`src/rtl/sync_pkg.sv`:
```
// Shared constants and types for the sync_filter_dff input synchroniser/filter family.
package sync_pkg;

  localparam int SYNC_STAGES_MIN = 2;
  localparam int SYNC_STAGES_MAX = 8;
  localparam int SYNC_FILT_MAX   = 255;
  localparam int GLITCH_CNT_W    = 16;

  typedef logic [GLITCH_CNT_W-1:0] glitch_cnt_t;

  function automatic glitch_cnt_t glitch_cnt_inc_sat(input glitch_cnt_t cnt);
    return (cnt == '1) ? cnt : cnt + glitch_cnt_t'(1);
  endfunction

endpackage

```
`src/rtl/sync_filter_bit.sv`:
```
// One channel: synchroniser chain, consecutive-cycle stability filter and registered edge pulses.
// reject_o exists only when SYNC_FILTER_GLITCH_CNT_EN is defined.
module sync_filter_bit
  import sync_pkg::*;
#(
  parameter int   STAGES      = 3,
  parameter int   FILT_CYCLES = 1,
  parameter logic RST_VAL     = 1'b0
) (
  input  logic clk,
  input  logic rst,
  input  logic sync_i,
  output logic sync_o,
  output logic rise_o,
  output logic fall_o,
  output logic chg_o
`ifdef SYNC_FILTER_GLITCH_CNT_EN
  ,
  output logic reject_o
`endif
);

  localparam int CNT_W = $clog2(FILT_CYCLES + 1);
  localparam logic [CNT_W-1:0] CNT_LAST = CNT_W'(FILT_CYCLES - 1);

`ifndef SYNTHESIS
  initial begin
    if (STAGES < SYNC_STAGES_MIN || STAGES > SYNC_STAGES_MAX)
      $fatal(1, "sync_filter_bit: STAGES=%0d out of range", STAGES);
    if (FILT_CYCLES < 1 || FILT_CYCLES > SYNC_FILT_MAX)
      $fatal(1, "sync_filter_bit: FILT_CYCLES=%0d out of range", FILT_CYCLES);
  end
`endif

  logic [STAGES-1:0] chain_q, chain_d;
  logic [CNT_W-1:0]  cnt_q, cnt_d;
  logic              level_q, level_d;
  logic              rise_q, rise_d;
  logic              fall_q, fall_d;
  logic              raw;

  assign raw     = chain_q[STAGES-1];
  assign chain_d = {chain_q[STAGES-2:0], sync_i};

  // Any cycle where raw matches the accepted level restarts the count: strictly consecutive.
  always_comb begin
    cnt_d   = cnt_q;
    level_d = level_q;
    rise_d  = 1'b0;
    fall_d  = 1'b0;
    if (raw == level_q) begin
      cnt_d = '0;
    end else if (cnt_q < CNT_LAST) begin
      cnt_d = cnt_q + CNT_W'(1);
    end else begin
      cnt_d   = '0;
      level_d = raw;
      rise_d  = raw;
      fall_d  = ~raw;
    end
  end

  always_ff @(posedge clk or posedge rst) begin
    if (rst) begin
      chain_q <= {STAGES{RST_VAL}};
      cnt_q   <= '0;
      level_q <= RST_VAL;
      rise_q  <= 1'b0;
      fall_q  <= 1'b0;
    end else begin
      chain_q <= chain_d;
      cnt_q   <= cnt_d;
      level_q <= level_d;
      rise_q  <= rise_d;
      fall_q  <= fall_d;
    end
  end

  assign sync_o = level_q;
  assign rise_o = rise_q;
  assign fall_o = fall_q;
  assign chg_o  = rise_q | fall_q;

`ifdef SYNC_FILTER_GLITCH_CNT_EN
  assign reject_o = (cnt_q != '0) && (raw == level_q);
`endif

endmodule

```
`src/rtl/sync_filter_dff.sv`:
```
// WIDTH-bit synchroniser with per-bit stability filter and rise/fall/change pulses.
// Define SYNC_FILTER_GLITCH_CNT_EN to add the shared saturating rejected-glitch counter.
module sync_filter_dff
  import sync_pkg::*;
#(
  parameter int               WIDTH       = 1,
  parameter int               STAGES      = 3,
  parameter logic [WIDTH-1:0] RST_VAL     = {WIDTH{1'b0}},
  parameter int               FILT_CYCLES = 1
) (
  input  logic             clk,
  input  logic             rst,
  input  logic [WIDTH-1:0] sync_i,
  output logic [WIDTH-1:0] sync_o,
  output logic [WIDTH-1:0] rise_o,
  output logic [WIDTH-1:0] fall_o,
  output logic [WIDTH-1:0] chg_o
`ifdef SYNC_FILTER_GLITCH_CNT_EN
  ,
  input  logic             glitch_clr_i,
  output glitch_cnt_t      glitch_cnt_o
`endif
);

`ifdef SYNC_FILTER_GLITCH_CNT_EN
  logic [WIDTH-1:0] reject;
`endif

  for (genvar g = 0; g < WIDTH; g++) begin : g_bit
    sync_filter_bit #(
      .STAGES      (STAGES),
      .FILT_CYCLES (FILT_CYCLES),
      .RST_VAL     (RST_VAL[g])
    ) u_bit (
      .clk      (clk),
      .rst      (rst),
      .sync_i   (sync_i[g]),
      .sync_o   (sync_o[g]),
      .rise_o   (rise_o[g]),
      .fall_o   (fall_o[g]),
      .chg_o    (chg_o[g])
`ifdef SYNC_FILTER_GLITCH_CNT_EN
      ,
      .reject_o (reject[g])
`endif
    );
  end

`ifdef SYNC_FILTER_GLITCH_CNT_EN
  glitch_cnt_t gcnt_q, gcnt_d;

  // Simultaneous rejects on several bits count as one event; clear wins over increment.
  always_comb begin
    gcnt_d = gcnt_q;
    if (glitch_clr_i) begin
      gcnt_d = '0;
    end else if (|reject) begin
      gcnt_d = glitch_cnt_inc_sat(gcnt_q);
    end
  end

  always_ff @(posedge clk or posedge rst) begin
    if (rst) begin
      gcnt_q <= '0;
    end else begin
      gcnt_q <= gcnt_d;
    end
  end

  assign glitch_cnt_o = gcnt_q;
`endif

endmodule

```
`config.mk`:
```
export PLATFORM = sky130hd
export DESIGN_NAME = sync_filter_dff
export DESIGN_NICKNAME = d
export VERILOG_FILES = /design/src/rtl/sync_pkg.sv /design/src/rtl/sync_filter_bit.sv /design/src/rtl/sync_filter_dff.sv
export SDC_FILE = /design/constraint.sdc
export NUM_CORES = 1
export LEC_CHECK = 0
export CAP_MARGIN = 30
export CELL_PAD_IN_SITES_DETAIL_PLACEMENT = 1
export CELL_PAD_IN_SITES_GLOBAL_PLACEMENT = 1
export CORE_AREA = 5 5 42 44
export CTS_CLUSTER_DIAMETER = 150
export DETAILED_ROUTE_END_ITERATION = 16
export DIE_AREA = 0 0 47 49
export PLACE_DENSITY = 0.41
export SYNTH_ARGS = -nofsm -noshare
export SYNTH_HDL_FRONTEND = slang
export SYNTH_HIERARCHICAL = 1
export SYNTH_SLANG_ARGS = --single-unit
```
`constraint.sdc`:
```
create_clock -name clk -period 1.1 [get_ports clk]
set_input_delay 0.22 -clock clk [delete_from_list [all_inputs] [get_ports clk]]
set_output_delay 0.22 -clock clk [all_outputs]
set_load 0.1 [all_outputs]
```
==> results.sh, run 1 <==
export IMPL_status="finished with violations"
export IMPL_violations="negative setup slack"
export IMPL_route_detailed_drc=0
export IMPL_hold_class="input pin to asynchronous set/reset pin"
export IMPL_synth_cells=13
export IMPL_dieHeight_um=49
export IMPL_diodes=0
export IMPL_netlist_area_um2=207.7
export IMPL_finalWorstSetupSlack_ns=-0.2575
export IMPL_drt_total_wl_um=437
export IMPL_grt_setup_unrepaired="true"
export IMPL_fin_area_um2=436.7
export IMPL_hold_violations=0
export IMPL_cp_max_fo=2
export IMPL_core_mm2=0.001401
export IMPL_syn2layout_area_growth_pct=110.2
export IMPL_first_global_vias=177
export IMPL_report_final_slew_viol_count=0
export IMPL_crit_slowest_cell="dfrtp_4"
export IMPL_fin_crit_sh=1.234
export IMPL_fin_tns_setup_ns=-0.7427
export IMPL_cts_sinks=6
export IMPL_clockBufferDepth=2
export IMPL_path_class="flop to output pin"
export IMPL_cts_buffers=3
export IMPL_htree_levels=1
export IMPL_synth_seq_cells=6
export IMPL_synth_area_leaders="dfrtp_1 (72%), ha_1 (12%), mux2_4 (7.2%)"
export IMPL_place_hpwl_um=368.7
export IMPL_grt_util_met2=0.08145
export IMPL_grt_use_total=0.05607
export IMPL_wire_per_inst_um=9.711
export IMPL_crit_path_end_kind="output pin"
export IMPL_grt_overflow=0
export IMPL_grt_max_degree=7
export IMPL_drt_iter0_markers=1
export IMPL_fp_dieW_um=47
export IMPL_yosys_area_top_type_share=0.7229
export IMPL_use_met3=0.05535
export IMPL_dp_cells=39
export IMPL_antenna_left=0
export IMPL_cap_viol_max_count=0
export IMPL_io_buffers=6
export IMPL_final_cells=45
export IMPL_top_usage_layer="met2"
export IMPL_die_area_mm2=0.002303
export IMPL_io_pins=7
export IMPL_yosysMostFrequentCell="dfrtp_1"
export IMPL_postPlaceCellArea_um2=371.6
export IMPL_start_kind="flop"
export IMPL_dr_pass1_iters=3
export IMPL_fin_nets=35
export IMPL_antenna_found_initial=0
export IMPL_vias_per_cell=3.467
export IMPL_worst_pin_slew_ns=0.2219
export IMPL_slowest_delay_ns=0.47
export IMPL_syn_num_nets=18
export IMPL_tritoncts="built"
export IMPL_grt_pass1_wl_um=765
export IMPL_crit_chain="or2_4, buf_12"
export IMPL_cts_root_buf="clkbuf_4"
export IMPL_gp_congestion=0.5584
export IMPL_setup_violations=5
export IMPL_grt_util_met1=0.03604
export IMPL_arrival_ns=1.14
export IMPL_drive_gt1_frac=0.6897
export IMPL_start_util=0.1482
export IMPL_worst_path_buf_inv=1
export IMPL_clk_pin_slew_ns=0.05
export IMPL_yosys_warnings=6
export IMPL_fmax_mhz=736.6
export IMPL_rows=14
export IMPL_worstPathRequired_ns=0.88
export IMPL_synth_area_per_cell_um2=15.98
export IMPL_ys_async_sr_fraction=1.000
export IMPL_relSlewSlack=0.8519
export IMPL_skew_ns=0.008759
export IMPL_yosys_area_top_type="dfrtp_1"
export IMPL_clock_latency_ns=0.24
export IMPL_synth_edf_count=0
export IMPL_ys_types=5
export IMPL_num_vias=156
export IMPL_period_needed_ns=1.358
export IMPL_netlist_top_cells_count="dfrtp_1 (6), inv_1 (3), ha_1 (2), mux2_4 (1), or2_2 (1)"
export IMPL_critPathTopFamily="flip-flops"
export IMPL_synth_ff_type="dfrtp_1"
export IMPL_ys_seq_area_frac=0.7229
-- final timing paths --
check	from	end	slack [ns]	cells past startpoint
setup / recovery	g_bit[0].u_bit/fall_o	chg_o	-0.26	2
hold / removal	rst	g_bit[0].u_bit/chain_q[0]	0.19	2
setup reg to reg	g_bit[0].u_bit/sync_o	g_bit[0].u_bit/sync_o	-0.04	3
hold reg to reg	g_bit[0].u_bit/chain_q[1]	g_bit[0].u_bit/chain_q[2]	0.35	0
max in group asynchronous	rst	g_bit[0].u_bit/sync_o	0.69	2
min in group clk	g_bit[0].u_bit/chain_q[1]	g_bit[0].u_bit/chain_q[2]	0.35	0
-- worst reg2reg max path, delay by kind of cell, from the launching register on --
kind,cells,cell delay (ns)
flops,1,0.47
fa+ha+maj,1,0.19
mux,1,0.29
buf+inv,1,0.07
-- metrics by stage --
step | hold WS, ns | utilization | setup WS [ns]
floorplan | 0.01102 | - | -0.2463
global placement | 0.3421 | 0.2652 | -0.04100
detailed placement | 0.3413 | 0.2652 | -0.05530
CTS | 0.1961 | 0.3036 | -0.2693
global route | 0.1943 | 0.3116 | -0.3028
finish | 0.1882 | 0.3116 | -0.2575
-- metal layers --
| layer | share of wire | vias up |
|---|---|---|
| met1 | 0.32 | 77 |
| li1 | - | 70 |
| met2 | 0.56 | 7 |
| met4 | 0.018 | 0 |
| met5 | 0 | - |
| met3 | 0.098 | 2 |
-- what timing repair did --
action | 4_1_cts | 5_1_grt
resized for setup | 3 | 1
setup endpoints to repair | 5 | 5
pin swaps | 1 | 1
buffers inserted | 1 | 1
hold buffers | 0 | 0
-- placed cells by master, fill, tap and decap left out, drive strengths merged --
cell | synthesis | routed
buf | 0 | 10
dfrtp | 6 | 6
clkbuf | 0 | 4
inv | 3 | 3
clkdlybuf4s50 | 0 | 2
ha | 2 | 2
mux2 | 1 | 1
or2 | 1 | 1
-- registers in the layout, indices dropped and copies added, names as in the netlist --
name	flops
g_bit.u_bit/fall_o	1
g_bit.u_bit/rise_o	1
g_bit.u_bit/chain_q	3
g_bit.u_bit/sync_o	1
-- cell type report --
| cell class | instances | area, um^2 |
|---|---|---|
| Sequential cell | 6 | 161.4 |
| Inverter | 3 | 11.26 |
| Fill cell | 165 | 964.7 |
| Multi-Input combinational cell | 4 | 61.31 |
| Clock buffer | 4 | 26.28 |
| Timing Repair Buffer | 12 | 156.4 |
| Tap cell | 16 | 20.02 |
-- cells by family after synthesis --
family,count (synthesis),share of synthesized area
simple gates,1,0.03014
buf+inv,3,0.05421
mux,1,0.07227
flops,6,0.7229
fa+ha+maj,2,0.1205
Power of run 1 is not shown: default switching activity piles up to over one toggle a cycle in this logic, so the estimate is an artifact.
==> run 2: changes to the inputs <==
--- a/config.mk
+++ b/config.mk
@@ -6,10 +6,11 @@
 export NUM_CORES = 1
 export LEC_CHECK = 0
 export CAP_MARGIN = 30
-export CELL_PAD_IN_SITES_DETAIL_PLACEMENT = 1
+export CELL_PAD_IN_SITES_DETAIL_PLACEMENT = 0
 export CELL_PAD_IN_SITES_GLOBAL_PLACEMENT = 1
 export CORE_AREA = 5 5 42 44
 export CTS_CLUSTER_DIAMETER = 150
+export CTS_CLUSTER_SIZE = 24
 export DETAILED_ROUTE_END_ITERATION = 16
 export DIE_AREA = 0 0 47 49
 export PLACE_DENSITY = 0.41
==> results.sh, run 2 (synthesized netlist as in run 1, its figures left out) <==
export IMPL_status="finished with violations"
export IMPL_violations="negative setup slack"
export IMPL_core_mm2=0.001401
export IMPL_io_buffers=6
export IMPL_cts_sinks=6
export IMPL_hold_violations=0
export IMPL_postPlaceCellArea_um2=371.6
export IMPL_grt_overflow=0
export IMPL_r2r_end="g_bit[0].u_bit/sync_o"
export IMPL_largest_register="g_bit.u_bit/chain_q"
export IMPL_fillerInstances=154
export IMPL_fin_nets=34
export IMPL_start_kind="flop"
export IMPL_route_detailed_drc=0
export IMPL_path_class="flop to output pin"
export IMPL_cp_max_fo=2
export IMPL_setup_violations=5
export IMPL_gp_congestion=0.5584
export IMPL_hold_class="input pin to asynchronous set/reset pin"
export IMPL_die_area_mm2=0.002303
export IMPL_grt_util_met1=0.03356
export IMPL_dieHeight_um=49
export IMPL_clock_latency_ns=0.25
export IMPL_htree_levels=1
export IMPL_crit_path_end_kind="output pin"
export IMPL_r2r_slack_ns=-0.04
export IMPL_tritoncts="built"
export IMPL_grt_pass1_wl_um=538
export IMPL_arrival_ns=1.13
export IMPL_grt_max_degree=7
export IMPL_fmax_mhz=741.2
export IMPL_final_cell_mix="buf_4 (4), buf_12 (4), clkbuf_4 (3), dfrtp_1 (3), dfrtp_4 (3)"
export IMPL_largest_reg_flops=3
export IMPL_diodes=0
export IMPL_fin_area_um2=421.7
export IMPL_worst_pin_slew_ns=0.2242
export IMPL_use_met3=0.03321
export IMPL_report_final_slew_viol_count=0
export IMPL_num_vias=147
export IMPL_r2r_start="g_bit[0].u_bit/sync_o"
export IMPL_drive_gt1_frac=0.6786
export IMPL_rows=14
export IMPL_cp_depth=2
export IMPL_first_global_vias=137
export IMPL_relSlewSlack=0.8504
export IMPL_worstPathRequired_ns=0.88
export IMPL_slowest_delay_ns=0.46
export IMPL_fin_crit_sh=1.227
export IMPL_crit_slowest_cell="dfrtp_4"
export IMPL_syn2layout_area_growth_pct=103.0
export IMPL_grt_util_met2=0.04751
export IMPL_drt_total_wl_um=380
export IMPL_start_util=0.1482
export IMPL_vias_per_cell=3.341
export IMPL_worst_path_buf_inv=1
export IMPL_cap_viol_max_count=0
export IMPL_fp_dieW_um=47
export IMPL_cts_root_buf="clkbuf_4"
export IMPL_grt_setup_unrepaired="true"
export IMPL_rr_worst_depth=3
export IMPL_clk_pin_slew_ns=0.05
export IMPL_wire_per_inst_um=8.636
export IMPL_clockBufferDepth=2
export IMPL_top_usage_layer="met2"
export IMPL_postLayoutCoreUtil=0.3009
export IMPL_finalWorstSetupSlack_ns=-0.2492
export IMPL_grt_use_total=0.03612
export IMPL_antenna_left=0
export IMPL_endpoint="chg_o"
export IMPL_io_pins=7
export IMPL_crit_chain="or2_4, buf_12"
export IMPL_critPathLaunch="g_bit[0].u_bit/rise_o"
export IMPL_cts_buffers=3
export IMPL_skew_ns=0.007436
export IMPL_cts_hold_buf=0
export IMPL_critPathTopFamily="flip-flops"
export IMPL_antenna_found_initial=0
export IMPL_dr_pass1_iters=4
export IMPL_period_needed_ns=1.349
export IMPL_drt_iter0_markers=1
-- run 2: cell types whose count changed in the layout (fill, tap and decap cells not counted) --
cell | before | now
buf_6 | 3 | 1
buf_4 | 3 | 4
-- run 2: worst min path at each step --
stage / from / endpoint / slack, ns / depth (start not counted)
finish: rst / g_bit[0].u_bit/chain_q[2] / 0.18 / 2
global route: rst / g_bit[0].u_bit/chain_q[2] / 0.19 / 2
CTS: rst / g_bit[0].u_bit/fall_o / 0.18 / 2
detailed placement: g_bit[0].u_bit/chain_q[0] / g_bit[0].u_bit/chain_q[1] / 0.34 / 0
global placement: g_bit[0].u_bit/chain_q[0] / g_bit[0].u_bit/chain_q[1] / 0.34 / 0
floorplan: rst / g_bit[0].u_bit/chain_q[0] / 0.01 / 1
-- run 2: repair_timing --
action                     CTS  global route
pin swaps                    1             0
setup endpoints to repair    5             5
resized for setup            2             0
setup buffers                1             0
-- run 2: cell type report --
class	instances	area, um^2	area share
flip-flops and latches	6	161.4	0.3828
repair buffers	11	141.4	0.3353
multi-input cells	4	61.31	0.1454
inverters	3	11.26	0.02671
clock buffers	4	26.28	0.06231
well taps	16	20.02	0.04748
-- run 2: routing by layer --
layer,share of wire,vias to the layer above
met4,0,0
met1,0.29,71
li1,-,67
met3,0.15,0
met5,0,-
met2,0.56,9
-- run 2: metrics by stage --
step | TNS [ns] | setup slack, ns | hold WS (ns) | instances
3_5_place_dp | -0.04160 | -0.04160 | 0.3356 | 39
4_1_cts | -0.7251 | -0.2617 | 0.1767 | 44
3_3_place_gp | -0.04100 | -0.04100 | 0.3421 | 39
5_1_grt | -0.8259 | -0.2788 | 0.1890 | 44
6_report | -0.6661 | -0.2492 | 0.1785 | 44
2_1_floorplan | -0.3879 | -0.2463 | 0.01102 | 13
Power of run 2 is left out for the same reason.
==> run 3: changes to the inputs <==
--- a/config.mk
+++ b/config.mk
@@ -14,6 +14,7 @@
 export DETAILED_ROUTE_END_ITERATION = 16
 export DIE_AREA = 0 0 47 49
 export PLACE_DENSITY = 0.41
+export SETUP_SLACK_MARGIN = 0.4
 export SYNTH_ARGS = -nofsm -noshare
 export SYNTH_HDL_FRONTEND = slang
 export SYNTH_HIERARCHICAL = 1
==> results.sh, run 3 (synthesized netlist as in run 1, its figures left out) <==
export IMPL_grt_use_total=0.04755
export IMPL_drt_total_wl_um=432
export IMPL_fin_nets=36
export IMPL_finalWorstSetupSlack_ns=-0.2479
export IMPL_report_final_slew_viol_count=0
export IMPL_route_detailed_drc=0
export IMPL_io_pins=7
export IMPL_die_area_mm2=0.002303
export IMPL_grt_setup_unrepaired="true"
export IMPL_clockBufferDepth=2
export IMPL_fp_dieW_um=47
export IMPL_grt_util_met2=0.06109
export IMPL_top_usage_layer="met2"
export IMPL_violations="negative setup slack"
export IMPL_grt_overflow=0
export IMPL_diodes=0
export IMPL_skew_ns=0.009330
export IMPL_dieHeight_um=49
export IMPL_period_needed_ns=1.348
export IMPL_syn2layout_area_growth_pct=121.7
export IMPL_fillerInstances=152
export IMPL_core_mm2=0.001401
export IMPL_wire_per_inst_um=9.391
export IMPL_cts_buffers=3
export IMPL_timing_hold_ws_ns=0.1832
export IMPL_drt_iter0_markers=2
export IMPL_io_buffers=6
export IMPL_worst_pin_slew_ns=0.2241
export IMPL_arrival_ns=1.13
export IMPL_grt_util_met1=0.04955
export IMPL_clock_latency_ns=0.25
export IMPL_num_vias=157
export IMPL_setup_violations=5
export IMPL_use_met3=0.04428
export IMPL_grt_max_degree=7
export IMPL_htree_levels=1
export IMPL_worstPathRequired_ns=0.88
export IMPL_rr_worst_depth=4
export IMPL_cts_sinks=6
export IMPL_start_kind="flop"
export IMPL_fin_tns_setup_ns=-0.8145
export IMPL_antenna_found_initial=0
export IMPL_r2r_start="g_bit[0].u_bit/sync_o"
export IMPL_r2r_slack_ns=-0.08
export IMPL_vias_per_cell=3.413
export IMPL_fin_crit_sh=1.225
export IMPL_cp_max_fo=2
export IMPL_drive_gt1_frac=0.7333
export IMPL_crit_path_end_kind="output pin"
export IMPL_rows=14
export IMPL_start_util=0.1482
export IMPL_place_hpwl_um=314.7
export IMPL_largest_reg_flops=3
export IMPL_dr_pass1_iters=2
export IMPL_fmax_mhz=741.9
export IMPL_clk_pin_slew_ns=0.05
export IMPL_antenna_left=0
export IMPL_cts_root_buf="clkbuf_4"
export IMPL_largest_register="g_bit.u_bit/chain_q"
export IMPL_path_class="flop to output pin"
export IMPL_first_global_vias=173
export IMPL_hold_violations=0
export IMPL_tritoncts="built"
export IMPL_grt_pass1_wl_um=703
export IMPL_status="finished with violations"
export IMPL_r2r_end="g_bit[0].u_bit/sync_o"
export IMPL_relSlewSlack=0.8505
export IMPL_hold_class="input pin to asynchronous set/reset pin"
export IMPL_gp_congestion=0.5606
export IMPL_cap_viol_max_count=0
export IMPL_final_cell_mix="buf_6 (4), buf_12 (4)"
## run 3: cell types whose count changed in the layout (fill, tap and decap cells not counted), sizes merged
cell / change
buf: +2
## run 3: timing repair
item                                   4_1_cts  5_1_grt
endpoints found under the hold margin        0        0
pin swaps                                    1        1
gates resized for setup                      6        1
buffers inserted                             2        1
hold buffers                                 0        0
setup endpoints to repair                    7        7
## run 3: layer usage
layer  vias up  wire, um  part of all wire
li1         71         -                 -
met1        77       162              0.38
met2         9       211              0.49
met3         0        59              0.14
met4         0         0                 0
met5         -         0                 0
## run 3: worst max-delay path by stage
stage,startpoint,end,cells past startpoint
floorplan,g_bit[0].u_bit/sync_o,g_bit[0].u_bit/sync_o,3
global placement,g_bit[0].u_bit/sync_o,g_bit[0].u_bit/sync_o,3
detailed placement,g_bit[0].u_bit/sync_o,g_bit[0].u_bit/sync_o,3
CTS,g_bit[0].u_bit/rise_o,chg_o,2
global route,g_bit[0].u_bit/fall_o,chg_o,2
finish,g_bit[0].u_bit/rise_o,chg_o,2
## run 3: critical path, cell delays in order (launching register included)
cell and delay, ns:
dfrtp_4 0.46, or2_4 0.26, buf_12 0.16
## run 3: area by class of cell
class | instances | area [um^2] | area share
timing repair buffer | 13 | 167.7 | 0.3641
tap | 16 | 20.02 | 0.04348
multi-input combinational | 4 | 73.82 | 0.1603
sequential | 6 | 161.4 | 0.3505
clock buffer | 4 | 26.28 | 0.05707
inverter | 3 | 11.26 | 0.02446
## run 3: per-stage QoR
stage,instance area (um^2),utilization,setup slack [ns],instances
floorplan,221.5,-,-0.2463,13
global placement,371.6,0.2652,-0.04461,39
detailed placement,371.6,0.2652,-0.05020,39
CTS,449.2,0.3205,-0.2614,45
global route,460.4,0.3286,-0.2790,46
finish,460.4,0.3286,-0.2479,46
Power of run 3 is left out for the same reason.
